**src/rtl/fp_div_seq.sv**
```systemverilog
// fp_div_seq: multi-cycle IEEE-754 single-precision divider, Result = a_in / b_in.
// Restoring radix-2 mantissa division retiring one quotient bit per clock,
// with a start/done handshake. Denormal operands and results flush to zero.
// Optional feature: define FP_DIV_ROUND_NEAREST_EN to get round-to-nearest-even;
// without it the quotient is truncated and the latency is the same.
module fp_div_seq #(
    parameter int EXP_W = 8,
    parameter int MAN_W = 23,
    parameter int BIAS  = 127
) (
    input  logic                 clk,
    input  logic                 reset,
    input  logic                 start,
    input  logic [EXP_W+MAN_W:0] a_in,
    input  logic [EXP_W+MAN_W:0] b_in,
    output logic                 busy,
    output logic                 done,
    output logic [EXP_W+MAN_W:0] Result,
    output logic                 overflow,
    output logic                 underflow,
    output logic                 div_zero
);
    localparam int W  = EXP_W + MAN_W + 1;
    localparam int QW = MAN_W + 3;          // int, fraction, guard, extra bit
    localparam int CW = $clog2(QW);
    localparam int XW = EXP_W + 2;          // signed working exponent
    localparam logic signed [XW-1:0] BIAS_X   = XW'(BIAS);
    localparam logic signed [XW-1:0] EMAX_X   = XW'((1 << EXP_W) - 1);
    localparam logic signed [XW-1:0] ONE_X    = XW'(1);
    localparam logic [CW-1:0]        CNT_LAST = CW'(QW - 1);
    localparam logic [EXP_W-1:0]     EXP_ONES = '1;
    localparam logic [EXP_W-1:0]     EXP_ZERO = '0;
    localparam logic [W-1:0]         QNAN     = {1'b0, EXP_ONES, 1'b1, {(MAN_W-1){1'b0}}};

    typedef enum logic [1:0] {S_IDLE, S_DIV, S_NORM, S_PACK} state_t;

    state_t                  r_state;
    logic [CW-1:0]           r_cnt;
    logic                    r_special;
    logic                    r_hold;
    logic                    r_sign;
    logic signed [XW-1:0]    r_exp;
    logic [MAN_W+1:0]        r_rem;
    logic [MAN_W:0]          r_div;
    logic [QW-1:0]           r_q;
    logic [MAN_W-1:0]        r_mant;
    logic [W-1:0]            r_spec_res;
    logic                    r_spec_ovf;
    logic                    r_spec_dz;
`ifdef FP_DIV_ROUND_NEAREST_EN
    logic                    r_g;
    logic                    r_s;
`endif

    logic [EXP_W-1:0]        w_a_exp, w_b_exp;
    logic [MAN_W-1:0]        w_a_man, w_b_man;
    logic                    w_sign;
    logic signed [XW-1:0]    w_exp_init;
    logic                    w_special;
    logic [W-1:0]            w_spec_res;
    logic                    w_spec_ovf;
    logic                    w_spec_dz;
    logic [MAN_W+1:0]        w_div_ext;
    logic                    w_qbit;
    logic [MAN_W+1:0]        w_rem_sub;
    logic [MAN_W+1:0]        w_rem_next;
    logic [MAN_W-1:0]        w_norm_mant;
    logic signed [XW-1:0]    w_norm_exp;
`ifdef FP_DIV_ROUND_NEAREST_EN
    logic                    w_norm_g;
    logic                    w_norm_s;
    logic [MAN_W:0]          w_mant_rnd;
`endif
    logic [MAN_W-1:0]        w_mant_fin;
    logic signed [XW-1:0]    w_exp_fin;
    logic [W-1:0]            w_pack_res;
    logic                    w_pack_ovf;
    logic                    w_pack_unf;

`ifdef FP_DIV_ROUND_NEAREST_EN
    // Round-to-nearest-even increment decision
    function automatic logic round_inc(input logic g, input logic s, input logic lsb);
        return g & (s | lsb);
    endfunction
`endif

    assign w_a_exp    = a_in[W-2:MAN_W];
    assign w_b_exp    = b_in[W-2:MAN_W];
    assign w_a_man    = a_in[MAN_W-1:0];
    assign w_b_man    = b_in[MAN_W-1:0];
    assign w_sign     = a_in[W-1] ^ b_in[W-1];
    assign w_exp_init = $signed({2'b00, w_a_exp}) - $signed({2'b00, w_b_exp}) + BIAS_X;

    // Special-operand classification, evaluated on the start cycle in priority order
    always_comb begin
        w_special  = 1'b1;
        w_spec_res = '0;
        w_spec_ovf = 1'b0;
        w_spec_dz  = 1'b0;
        if (w_a_exp == EXP_ONES || w_b_exp == EXP_ONES) begin
            w_spec_res = QNAN;
            w_spec_ovf = 1'b1;
        end else if (w_b_exp == EXP_ZERO && w_a_exp == EXP_ZERO) begin
            w_spec_res = QNAN;
            w_spec_dz  = 1'b1;
        end else if (w_b_exp == EXP_ZERO) begin
            w_spec_res = {w_sign, EXP_ONES, {MAN_W{1'b0}}};
            w_spec_dz  = 1'b1;
        end else if (w_a_exp == EXP_ZERO) begin
            w_spec_res = {w_sign, {(W-1){1'b0}}};
        end else begin
            w_special  = 1'b0;
        end
    end

    // One restoring step: the partial remainder always stays below twice the divisor
    always_comb begin
        w_div_ext  = {1'b0, r_div};
        w_qbit     = (r_rem >= w_div_ext);
        w_rem_sub  = w_qbit ? (r_rem - w_div_ext) : r_rem;
        w_rem_next = {w_rem_sub[MAN_W:0], 1'b0};
    end

    // Normalise: quotient lies in (0.5, 2), so at most one left shift is needed
    always_comb begin
        if (r_q[QW-1]) begin
            w_norm_mant = r_q[QW-2:2];
            w_norm_exp  = r_exp;
        end else begin
            w_norm_mant = r_q[QW-3:1];
            w_norm_exp  = r_exp - ONE_X;
        end
`ifdef FP_DIV_ROUND_NEAREST_EN
        w_norm_g = r_q[QW-1] ? r_q[1] : r_q[0];
        w_norm_s = r_q[QW-1] ? (r_q[0] | (|r_rem)) : (|r_rem);
`endif
    end

    // Round (optional), then range-check the exponent and pack the word
    always_comb begin
`ifdef FP_DIV_ROUND_NEAREST_EN
        w_mant_rnd = {1'b0, r_mant} + {{MAN_W{1'b0}}, round_inc(r_g, r_s, r_mant[0])};
        w_mant_fin = w_mant_rnd[MAN_W-1:0];
        w_exp_fin  = w_mant_rnd[MAN_W] ? (r_exp + ONE_X) : r_exp;
`else
        w_mant_fin = r_mant;
        w_exp_fin  = r_exp;
`endif
        w_pack_ovf = 1'b0;
        w_pack_unf = 1'b0;
        if (w_exp_fin >= EMAX_X) begin
            w_pack_res = {r_sign, EXP_ONES, {MAN_W{1'b0}}};
            w_pack_ovf = 1'b1;
        end else if (w_exp_fin <= $signed({XW{1'b0}})) begin
            w_pack_res = {r_sign, {(W-1){1'b0}}};
            w_pack_unf = 1'b1;
        end else begin
            w_pack_res = {r_sign, w_exp_fin[EXP_W-1:0], w_mant_fin};
        end
    end

    // Datapath registers: operand latch, division steps, normalisation
    always_ff @(posedge clk) begin
        case (r_state)
            S_IDLE: begin
                if (start) begin
                    r_sign     <= w_sign;
                    r_exp      <= w_exp_init;
                    r_rem      <= {1'b0, 1'b1, w_a_man};
                    r_div      <= {1'b1, w_b_man};
                    r_q        <= '0;
                    r_spec_res <= w_spec_res;
                    r_spec_ovf <= w_spec_ovf;
                    r_spec_dz  <= w_spec_dz;
                end
            end
            S_DIV: begin
                r_rem <= w_rem_next;
                r_q   <= {r_q[QW-2:0], w_qbit};
            end
            S_NORM: begin
                r_mant <= w_norm_mant;
                r_exp  <= w_norm_exp;
`ifdef FP_DIV_ROUND_NEAREST_EN
                r_g    <= w_norm_g;
                r_s    <= w_norm_s;
`endif
            end
            default: ;
        endcase
    end

    // Control FSM with registered handshake, result and flag outputs
    always_ff @(posedge clk) begin
        if (reset) begin
            r_state   <= S_IDLE;
            r_cnt     <= '0;
            r_special <= 1'b0;
            r_hold    <= 1'b0;
            busy      <= 1'b0;
            done      <= 1'b0;
            Result    <= '0;
            overflow  <= 1'b0;
            underflow <= 1'b0;
            div_zero  <= 1'b0;
        end else begin
            done <= 1'b0;
            case (r_state)
                S_IDLE: begin
                    if (start) begin
                        busy      <= 1'b1;
                        overflow  <= 1'b0;
                        underflow <= 1'b0;
                        div_zero  <= 1'b0;
                        r_cnt     <= '0;
                        r_hold    <= 1'b0;
                        r_special <= w_special;
                        r_state   <= w_special ? S_PACK : S_DIV;
                    end
                end
                S_DIV: begin
                    if (r_cnt == CNT_LAST) begin
                        r_cnt   <= '0;
                        r_state <= S_NORM;
                    end else begin
                        r_cnt   <= r_cnt + 1'b1;
                    end
                end
                S_NORM: r_state <= S_PACK;
                S_PACK: begin
                    // Special results wait one extra cycle so they complete two edges after start
                    if (r_special && !r_hold) begin
                        r_hold <= 1'b1;
                    end else begin
                        if (r_special) begin
                            Result   <= r_spec_res;
                            overflow <= r_spec_ovf;
                            div_zero <= r_spec_dz;
                        end else begin
                            Result    <= w_pack_res;
                            overflow  <= w_pack_ovf;
                            underflow <= w_pack_unf;
                        end
                        done    <= 1'b1;
                        busy    <= 1'b0;
                        r_state <= S_IDLE;
                    end
                end
                default: r_state <= S_IDLE;
            endcase
        end
    end

endmodule

```
**config.mk**
```make
export PLATFORM = sky130hd
export DESIGN_NAME = fp_div_seq
export DESIGN_NICKNAME = d
export VERILOG_FILES = /design/src/rtl/fp_div_seq.sv
export SDC_FILE = /design/constraint.sdc
export NUM_CORES = 1
export LEC_CHECK = 0
export ABC_AREA = 1
export CAP_MARGIN = 20
export CELL_PAD_IN_SITES_DETAIL_PLACEMENT = 1
export CELL_PAD_IN_SITES_GLOBAL_PLACEMENT = 2
export CORE_UTILIZATION = 33
export CTS_CLUSTER_DIAMETER = 100
export DETAILED_ROUTE_END_ITERATION = 8
export PLACE_DENSITY = 0.86
export SLEW_MARGIN = 20
export SYNTH_ARGS = -nofsm -noshare
export SYNTH_HDL_FRONTEND = slang
export SYNTH_SLANG_ARGS = --single-unit
```
**constraint.sdc**
```tcl
create_clock -name clk -period 5.4 [get_ports clk]
set_input_delay 1.08 -clock clk [delete_from_list [all_inputs] [get_ports clk]]
set_output_delay 1.08 -clock clk [all_outputs]
set_load 0.03 [all_outputs]
```
==> impl_metrics.xml, run 1 <==
<?xml version="1.0" encoding="UTF-8"?>
<metrics>
  <group name="pwr">
    <metric name="p_total" unit="uW">6410</metric>
    <metric name="power.density_cell_area" unit="mW/mm^2">566</metric>
    <metric name="cellInternalPower" unit="uW">3500</metric>
    <metric name="max-vdd-ir-drop" unit="mV">0.247</metric>
    <metric name="power.leakage" unit="uW">0.00517</metric>
    <metric name="p_sw" unit="uW">2910</metric>
    <metric name="sequentialPowerShare" unit="%">33.0</metric>
    <metric name="p_clk_share" unit="%">20.2</metric>
    <metric name="comb_power_share" unit="%">46.8</metric>
    <metric name="switching_share" unit="%">45.4</metric>
  </group>
  <group name="timing">
    <metric name="grt_setup_unrepaired" unit="">false</metric>
    <metric name="final_hold_viol_count" unit="">0</metric>
    <metric name="worst_pin_slew" unit="ns">1.02</metric>
    <metric name="min_period_over_period" unit="%">58.9</metric>
    <metric name="layout_min_cycle_time" unit="ns">3.18</metric>
    <metric name="timing.slew.headroom" unit="%">31.8</metric>
    <metric name="clk_skew" unit="ns">0.0150</metric>
    <metric name="timing.final.max_slew_violations" unit="">0</metric>
    <metric name="maxClockFrequency" unit="GHz">0.314</metric>
    <metric name="setup_tns" unit="ns">0</metric>
    <metric name="setup_viols_final" unit="">0</metric>
  </group>
  <group name="yosys">
    <metric name="asyncSetResetFlopFracSynth" unit="%">0</metric>
    <metric name="synth_adder_area_share" unit="%">5.75</metric>
    <metric name="ys_seq_elements" unit="">159</metric>
    <metric name="syn_area_per_cell" unit="um^2">7.72</metric>
    <metric name="postSynthCellCount" unit="">1201</metric>
    <metric name="yosysSeqAreaShare" unit="%">46.6</metric>
    <metric name="unique_masters_post_synth" unit="">41</metric>
    <metric name="synth-xor-area-share" unit="%">1.51</metric>
    <metric name="synth_top_family_by_area" unit="">simple AND/OR/NAND/NOR gates</metric>
    <metric name="synth-edff-count" unit="">113</metric>
    <metric name="post_synth_mux_area_share" unit="%">0.230</metric>
    <metric name="netlist_area" unit="mm^2">0.00927</metric>
    <metric name="count_of_warnings_emitted_by_yosys" unit="">0</metric>
    <metric name="compound_gate_fraction_of_synth_area" unit="%">8.32</metric>
    <metric name="leading_register_cell_type_out_of_synthesis" unit="">edfxtp_1</metric>
    <metric name="synth_simple_gate_area_share" unit="%">27.1</metric>
    <metric name="synth_nets" unit="">1310</metric>
  </group>
  <group name="global_routing">
    <metric name="grt_pass1_wl" unit="mm">42.8</metric>
    <metric name="grt_usage" unit="%">18.9</metric>
    <metric name="grt_pass1_vias" unit="">8544</metric>
    <metric name="antenna_found_initial" unit="">0</metric>
    <metric name="grt_overflow_total" unit="">0</metric>
    <metric name="largest_net_degree_at_the_start_of_global_routing" unit="">52</metric>
  </group>
  <group name="route">
    <metric name="sum_of_routed_wire_length_over_all_layers" unit="mm">25.7</metric>
    <metric name="dr.pass1.iters" unit="">5</metric>
    <metric name="via_count" unit="">8024</metric>
    <metric name="metal3_wl" unit="um">820</metric>
    <metric name="detailed_route_wirelength_on_metal2" unit="mm">11.9</metric>
    <metric name="routed_wire_length_per_instance" unit="um">15.3</metric>
    <metric name="drt_iter0_markers" unit="">341</metric>
    <metric name="routed.top_layer" unit="">met4</metric>
    <metric name="detail_route.drc_violations" unit="">0</metric>
    <metric name="ant_nets" unit="">0</metric>
    <metric name="wirelength_met1" unit="mm">12.7</metric>
    <metric name="viasPerCell" unit="">4.77</metric>
  </group>
  <group name="placement">
    <metric name="detailedPlacementHpwl" unit="mm">18.8</metric>
    <metric name="gp_congestion" unit="">0.824</metric>
    <metric name="port_buffers" unit="">103</metric>
  </group>
  <group name="clock_network">
    <metric name="worst_setup_hold_path_clk_slew" unit="ns">0.07</metric>
    <metric name="cts.sinks" unit="">159</metric>
    <metric name="cts_root_buf" unit="">clkbuf_16</metric>
    <metric name="clk_latency" unit="ns">0.44</metric>
    <metric name="post_cts_buffers" unit="">0</metric>
    <metric name="cells_resized_by_post_cts_repair" unit="">0</metric>
    <metric name="clock_tree.buffer_depth" unit="">2</metric>
    <metric name="cts.htree.levels" unit="">4</metric>
    <metric name="cts_tree" unit="">yes</metric>
    <metric name="numCtsBuffers" unit="">17</metric>
    <metric name="cts_hold_buffers" unit="">0</metric>
  </group>
  <group name="cells_and_area">
    <metric name="num-fill-cells" unit="">3321</metric>
    <metric name="area_overhead_vs_synth" unit="%">22.3</metric>
    <metric name="regArea" unit="mm^2">0.00431</metric>
    <metric name="antennaDiodeCount" unit="">0</metric>
    <metric name="share_of_post_route_cells_with_drive_strength_above_1" unit="%">4.81</metric>
    <metric name="nets" unit="">1407</metric>
    <metric name="multi_input_gate_area_in_the_final_layout" unit="mm^2">0.00400</metric>
  </group>
  <group name="setup_path">
    <metric name="crit-reg2reg-launch" unit="">r_state[1]</metric>
    <metric name="timing.critical_path.fanout_max" unit="">51</metric>
    <metric name="crit_type" unit="">flip-flop to flip-flop</metric>
    <metric name="setup.worst_path.start" unit="">r_state[1]</metric>
    <metric name="r2r_cells" unit="">6</metric>
    <metric name="timing.critical_path.required" unit="ns">5.51</metric>
    <metric name="worst_ep_arrival_time" unit="ns">3.29</metric>
    <metric name="startpoint_type" unit="">flip-flop</metric>
    <metric name="r2r_setup_slack" unit="ns">2.22</metric>
    <metric name="timing.critical_path.to_type" unit="">flip-flop</metric>
  </group>
  <group name="floorplanning">
    <metric name="fp.dieW" unit="um">170</metric>
    <metric name="floorplan.initialDensity" unit="%">34.0</metric>
    <metric name="chipHeight" unit="um">170</metric>
    <metric name="top_level_ports" unit="">104</metric>
    <metric name="num_rows" unit="">60</metric>
    <metric name="dieArea" unit="mm^2">0.0288</metric>
    <metric name="core_region_area" unit="mm^2">0.0273</metric>
  </group>
  <group name="job">
    <metric name="cap_violations" unit="">0</metric>
  </group>
  <group name="hold_path">
    <metric name="holdCritStartpoint" unit="">Result[15]</metric>
    <metric name="min-delay-path-class" unit="">flip-flop to flip-flop</metric>
    <metric name="hold_depth" unit="">2</metric>
  </group>
  <group name="outcome">
    <metric name="status" unit="">completed</metric>
  </group>
</metrics>
## through the flow
stage / util, % / instances / setup slack (ns) / cell area (um^2) / hold WS, ns
after global placement: 39.2 / 1651 / 1.98 / 10700 / 0.453
after global routing: 41.6 / 1683 / 1.91 / 11300 / 0.489
final: 41.6 / 1683 / 2.22 / 11300 / 0.465
after CTS: 41.6 / 1683 / 2.13 / 11300 / 0.469
after floorplan: - / 1201 / 1.49 / 9270 / 0.460
after detailed placement: 39.2 / 1651 / 1.96 / 10700 / 0.457
## path summary, 6_finish.rpt
path | endpoint
min | Result[15]
max reg2reg | r_q[6]
min reg2reg | Result[15]
max | r_q[6]
## placed cells by master (no fill, tap or decap), drive strengths merged, types with 5 or more instances in the layout
master,synthesis,final
buf,15,14
dfxtp,46,46
xnor2,11,11
a21oi,84,84
nor4,5,5
o21ai,49,49
nand2,370,370
xor2,5,5
inv,208,214
clkbuf,24,18
nand4,55,55
edfxtp,113,113
nand3b,9,9
clkinv,1,9
clkdlybuf4s50,0,103
nor3,8,8
nand3,59,59
nor2,81,81
ha,41,41
## synth_stat cells (all sizes together) (8+ instances only)
cell	count	area [um^2]
nand3	59	305
clkbuf	24	90.1
edfxtp	113	3390
nor2	81	319
buf	15	103
nand4	55	350
xnor2	11	96.3
dfxtp	46	921
nand2	370	1390
o21ai	49	245
ha	41	513
inv	208	781
a21oi	84	424
nor3	8	45.0
nand3b	9	67.6
## area by class of cell
type | instances | area share [%]
clock buffers | 18 | 3.97
clock inverters | 14 | 1.66
inverters | 209 | 6.92
multi-input cells | 794 | 35.3
flip-flops and latches | 159 | 38.1
well taps | 372 | 4.11
repair buffers | 117 | 10.0
## state kept, by name, summed over array words and instances (netlist names), 2 cells and up
register    cells
r_spec_res      3
r_state         2
r_div          23
r_q            26
r_exp          10
r_cnt           5
r_mant         23
r_rem          25
Result         32
## power by group through the flow
stage	Clock (uW)	Sequential, uW	Combinational (uW)
floorplan	0	2110	2120
global placement	0	2120	2940
detailed placement	0	2140	3000
CTS	1330	2120	3040
global route	1370	2170	3420
finish	1290	2120	3000
## cell families after synthesis
| family | Yosys count |
|---|---|
| simple gates | 587 |
| buf+inv | 248 |
| flops | 159 |
| compound gates | 147 |
| fa+ha+maj | 42 |
| xor+xnor | 16 |
| mux | 2 |
## critical path, cell delays in order (launching register included)
cell     delay [ns]
dfxtp_1        0.34
inv_1          0.09
ha_2           0.16
buf_4          0.48
inv_1          0.64
o21ai_4        0.71
buf_4          0.42
## per-layer routing
metal,up-vias,track usage (%)
met1,3772,25.4
met5,-,0
li1,4090,-
met4,0,4.66
met3,21,2.75
met2,141,31.7
No activity file was read; power rests on OpenSTA's default activity.
==> run 2, diff against run 1 <==
Clock period 5.4 ns to 3 ns, I/O delays scaled along.
==> run 2 against run 1 <==
  * Largest power group unchanged
  * Global-route usage about the same
  * Count of clock-buffer cells in the layout down 1
  * Worst setup slack worse by 1.8 ns
  * Sequential share of layout area down 0.071 points
  * Combinational power up 82%
  * Via count up 0.14%
  * Critical endpoint is now r_rem[22]
  * Final area up 0.19%
  * Core utilization up 0.078 points
  * Hold slack about the same
==> impl_metrics.xml, run 2 (same netlist as run 1, synthesis figures left out) <==
<?xml version="1.0" encoding="UTF-8"?>
<metrics>
  <group name="outcome">
    <metric name="status" unit="">completed</metric>
  </group>
  <group name="clock_network">
    <metric name="cts_hold_buffers" unit="">0</metric>
    <metric name="cts_root_buf" unit="">clkbuf_16</metric>
    <metric name="cts.htree.levels" unit="">4</metric>
    <metric name="clk_latency" unit="ns">0.44</metric>
    <metric name="clock_tree.buffer_depth" unit="">2</metric>
    <metric name="cells_resized_by_post_cts_repair" unit="">0</metric>
    <metric name="numCtsBuffers" unit="">17</metric>
    <metric name="cts.sinks" unit="">159</metric>
    <metric name="cts_tree" unit="">yes</metric>
    <metric name="post_cts_buffers" unit="">0</metric>
    <metric name="worst_setup_hold_path_clk_slew" unit="ns">0.08</metric>
  </group>
  <group name="pwr">
    <metric name="power.density_cell_area" unit="mW/mm^2">1020</metric>
    <metric name="p_total" unit="uW">11500</metric>
    <metric name="p_clk_share" unit="%">19.4</metric>
    <metric name="max-vdd-ir-drop" unit="mV">0.479</metric>
    <metric name="switching_share" unit="%">45.2</metric>
    <metric name="cellInternalPower" unit="uW">6310</metric>
    <metric name="sequentialPowerShare" unit="%">33.2</metric>
    <metric name="power.leakage" unit="uW">0.00518</metric>
    <metric name="comb_power_share" unit="%">47.5</metric>
    <metric name="p_sw" unit="uW">5210</metric>
  </group>
  <group name="cells_and_area">
    <metric name="mostFrequentLayoutCell" unit="">nand2_1</metric>
    <metric name="final_area" unit="mm^2">0.0114</metric>
    <metric name="largest-register" unit="">Result</metric>
    <metric name="largest_register_ff_count" unit="">32</metric>
    <metric name="antennaDiodeCount" unit="">0</metric>
    <metric name="share_of_post_route_cells_with_drive_strength_above_1" unit="%">4.87</metric>
    <metric name="nets" unit="">1409</metric>
    <metric name="area_overhead_vs_synth" unit="%">22.5</metric>
    <metric name="reg_top3" unit="">Result: 32 flops, r_q: 26 flops, r_rem: 25 flops</metric>
    <metric name="layout.cells.most_common_list" unit="">369 x nand2_1, 206 x inv_1, 113 x edfxtp_1</metric>
    <metric name="instances_no_fill" unit="">1685</metric>
  </group>
  <group name="timing">
    <metric name="holdWs" unit="ns">0.465</metric>
    <metric name="worst_pin_slew" unit="ns">0.802</metric>
    <metric name="timing.slew.headroom" unit="%">46.4</metric>
    <metric name="final_hold_viol_count" unit="">0</metric>
    <metric name="setup_viols_final" unit="">0</metric>
    <metric name="timing.final.max_slew_violations" unit="">0</metric>
    <metric name="maxClockFrequency" unit="GHz">0.394</metric>
    <metric name="setup_tns" unit="ns">0</metric>
    <metric name="layout_min_cycle_time" unit="ns">2.54</metric>
    <metric name="clk_skew" unit="ns">0.0172</metric>
    <metric name="grt_setup_unrepaired" unit="">false</metric>
    <metric name="min_period_over_period" unit="%">84.7</metric>
  </group>
  <group name="job">
    <metric name="cap_violations" unit="">0</metric>
  </group>
  <group name="floorplanning">
    <metric name="floorplan.initialDensity" unit="%">34.0</metric>
    <metric name="fp.dieW" unit="um">170</metric>
    <metric name="core_region_area" unit="mm^2">0.0273</metric>
    <metric name="top_level_ports" unit="">104</metric>
    <metric name="chipHeight" unit="um">170</metric>
    <metric name="dieArea" unit="mm^2">0.0288</metric>
    <metric name="num_rows" unit="">60</metric>
  </group>
  <group name="setup_path">
    <metric name="crit-reg2reg-launch" unit="">r_rem[15]</metric>
    <metric name="timing.critical_path.fanout_max" unit="">10</metric>
    <metric name="timing.critical_path.to_type" unit="">flip-flop</metric>
    <metric name="worst_ep_arrival_time" unit="ns">2.73</metric>
    <metric name="timing.critical_path.required" unit="ns">3.19</metric>
    <metric name="startpoint_type" unit="">flip-flop</metric>
    <metric name="setup.worst_path.start" unit="">r_rem[15]</metric>
    <metric name="crit_type" unit="">flip-flop to flip-flop</metric>
  </group>
  <group name="route">
    <metric name="via_count" unit="">8035</metric>
    <metric name="routed_wire_length_per_instance" unit="um">15.3</metric>
    <metric name="drt_iter0_markers" unit="">369</metric>
    <metric name="ant_nets" unit="">0</metric>
    <metric name="sum_of_routed_wire_length_over_all_layers" unit="mm">25.7</metric>
    <metric name="detail_route.drc_violations" unit="">0</metric>
    <metric name="viasPerCell" unit="">4.77</metric>
    <metric name="dr.pass1.iters" unit="">4</metric>
  </group>
  <group name="placement">
    <metric name="numPlacedInstances" unit="">1653</metric>
    <metric name="gp_congestion" unit="">0.842</metric>
    <metric name="detailedPlacementHpwl" unit="mm">19.0</metric>
    <metric name="cell_area_after_placement" unit="mm^2">0.0107</metric>
    <metric name="port_buffers" unit="">103</metric>
  </group>
  <group name="hold_path">
    <metric name="min-delay-path-class" unit="">flip-flop to flip-flop</metric>
    <metric name="holdCritStartpoint" unit="">Result[5]</metric>
  </group>
  <group name="global_routing">
    <metric name="antenna_found_initial" unit="">1</metric>
    <metric name="grt_usage" unit="%">18.8</metric>
    <metric name="grt_pass1_vias" unit="">8553</metric>
    <metric name="largest_net_degree_at_the_start_of_global_routing" unit="">51</metric>
    <metric name="grt_pass1_wl" unit="mm">42.6</metric>
    <metric name="grt_overflow_total" unit="">0</metric>
  </group>
</metrics>
run 2: cell type report:
type	count	area (um^2)
clock buffers	17	425
multi-input cells	794	3990
clock inverters	15	184
flip-flops and latches	159	4310
inverters	209	785
well taps	372	465
fillers	3291	15900
repair buffers	119	1190
run 2: worst paths after layout:
check,to,slack (ns),cells after the start
worst min-delay path,Result[5],0.46,2
worst min register to register,Result[5],0.46,2
worst max-delay path,r_rem[22],0.46,11
worst max register to register,r_rem[22],0.46,11
run 2: power groups by stage:
| stage | logic (uW) | registers [uW] | clock network (uW) |
|---|---|---|---|
| after floorplan | 3820 | 3790 | 0 |
| after global placement | 5360 | 3840 | 0 |
| after detailed placement | 5510 | 3870 | 0 |
| after CTS | 5570 | 3830 | 2300 |
| after global routing | 6250 | 3910 | 2370 |
| final | 5470 | 3820 | 2230 |
run 2: layer usage:
metal  part of all wire [%]  wire length, um  GRT usage [%]
met4                    1.4              358           5.17
met1                     49            12500           24.4
met2                     48            12200           32.5
met3                    2.3              595           2.96
met5                  0.066               17              0
run 2: critical path, cell delays in order (launching register included):
cell	delay, ns
edfxtp_1	0.40
ha_1	0.37
nand2_1	0.16
inv_1	0.06
a21oi_1	0.21
nand2_1	0.14
a21oi_2	0.19
nand3_2	0.27
nand2_1	0.29
nand2_1	0.10
nand2_1	0.07
nand2_1	0.04
run 2: metrics by stage:
step / setup WS (ns) / utilization [%]
after floorplan: 0.169 / -
after global placement: 0.0578 / 39.4
after detailed placement: 0.00944 / 39.4
after CTS: 0.450 / 41.7
after global routing: 0.217 / 41.7
final: 0.460 / 41.7
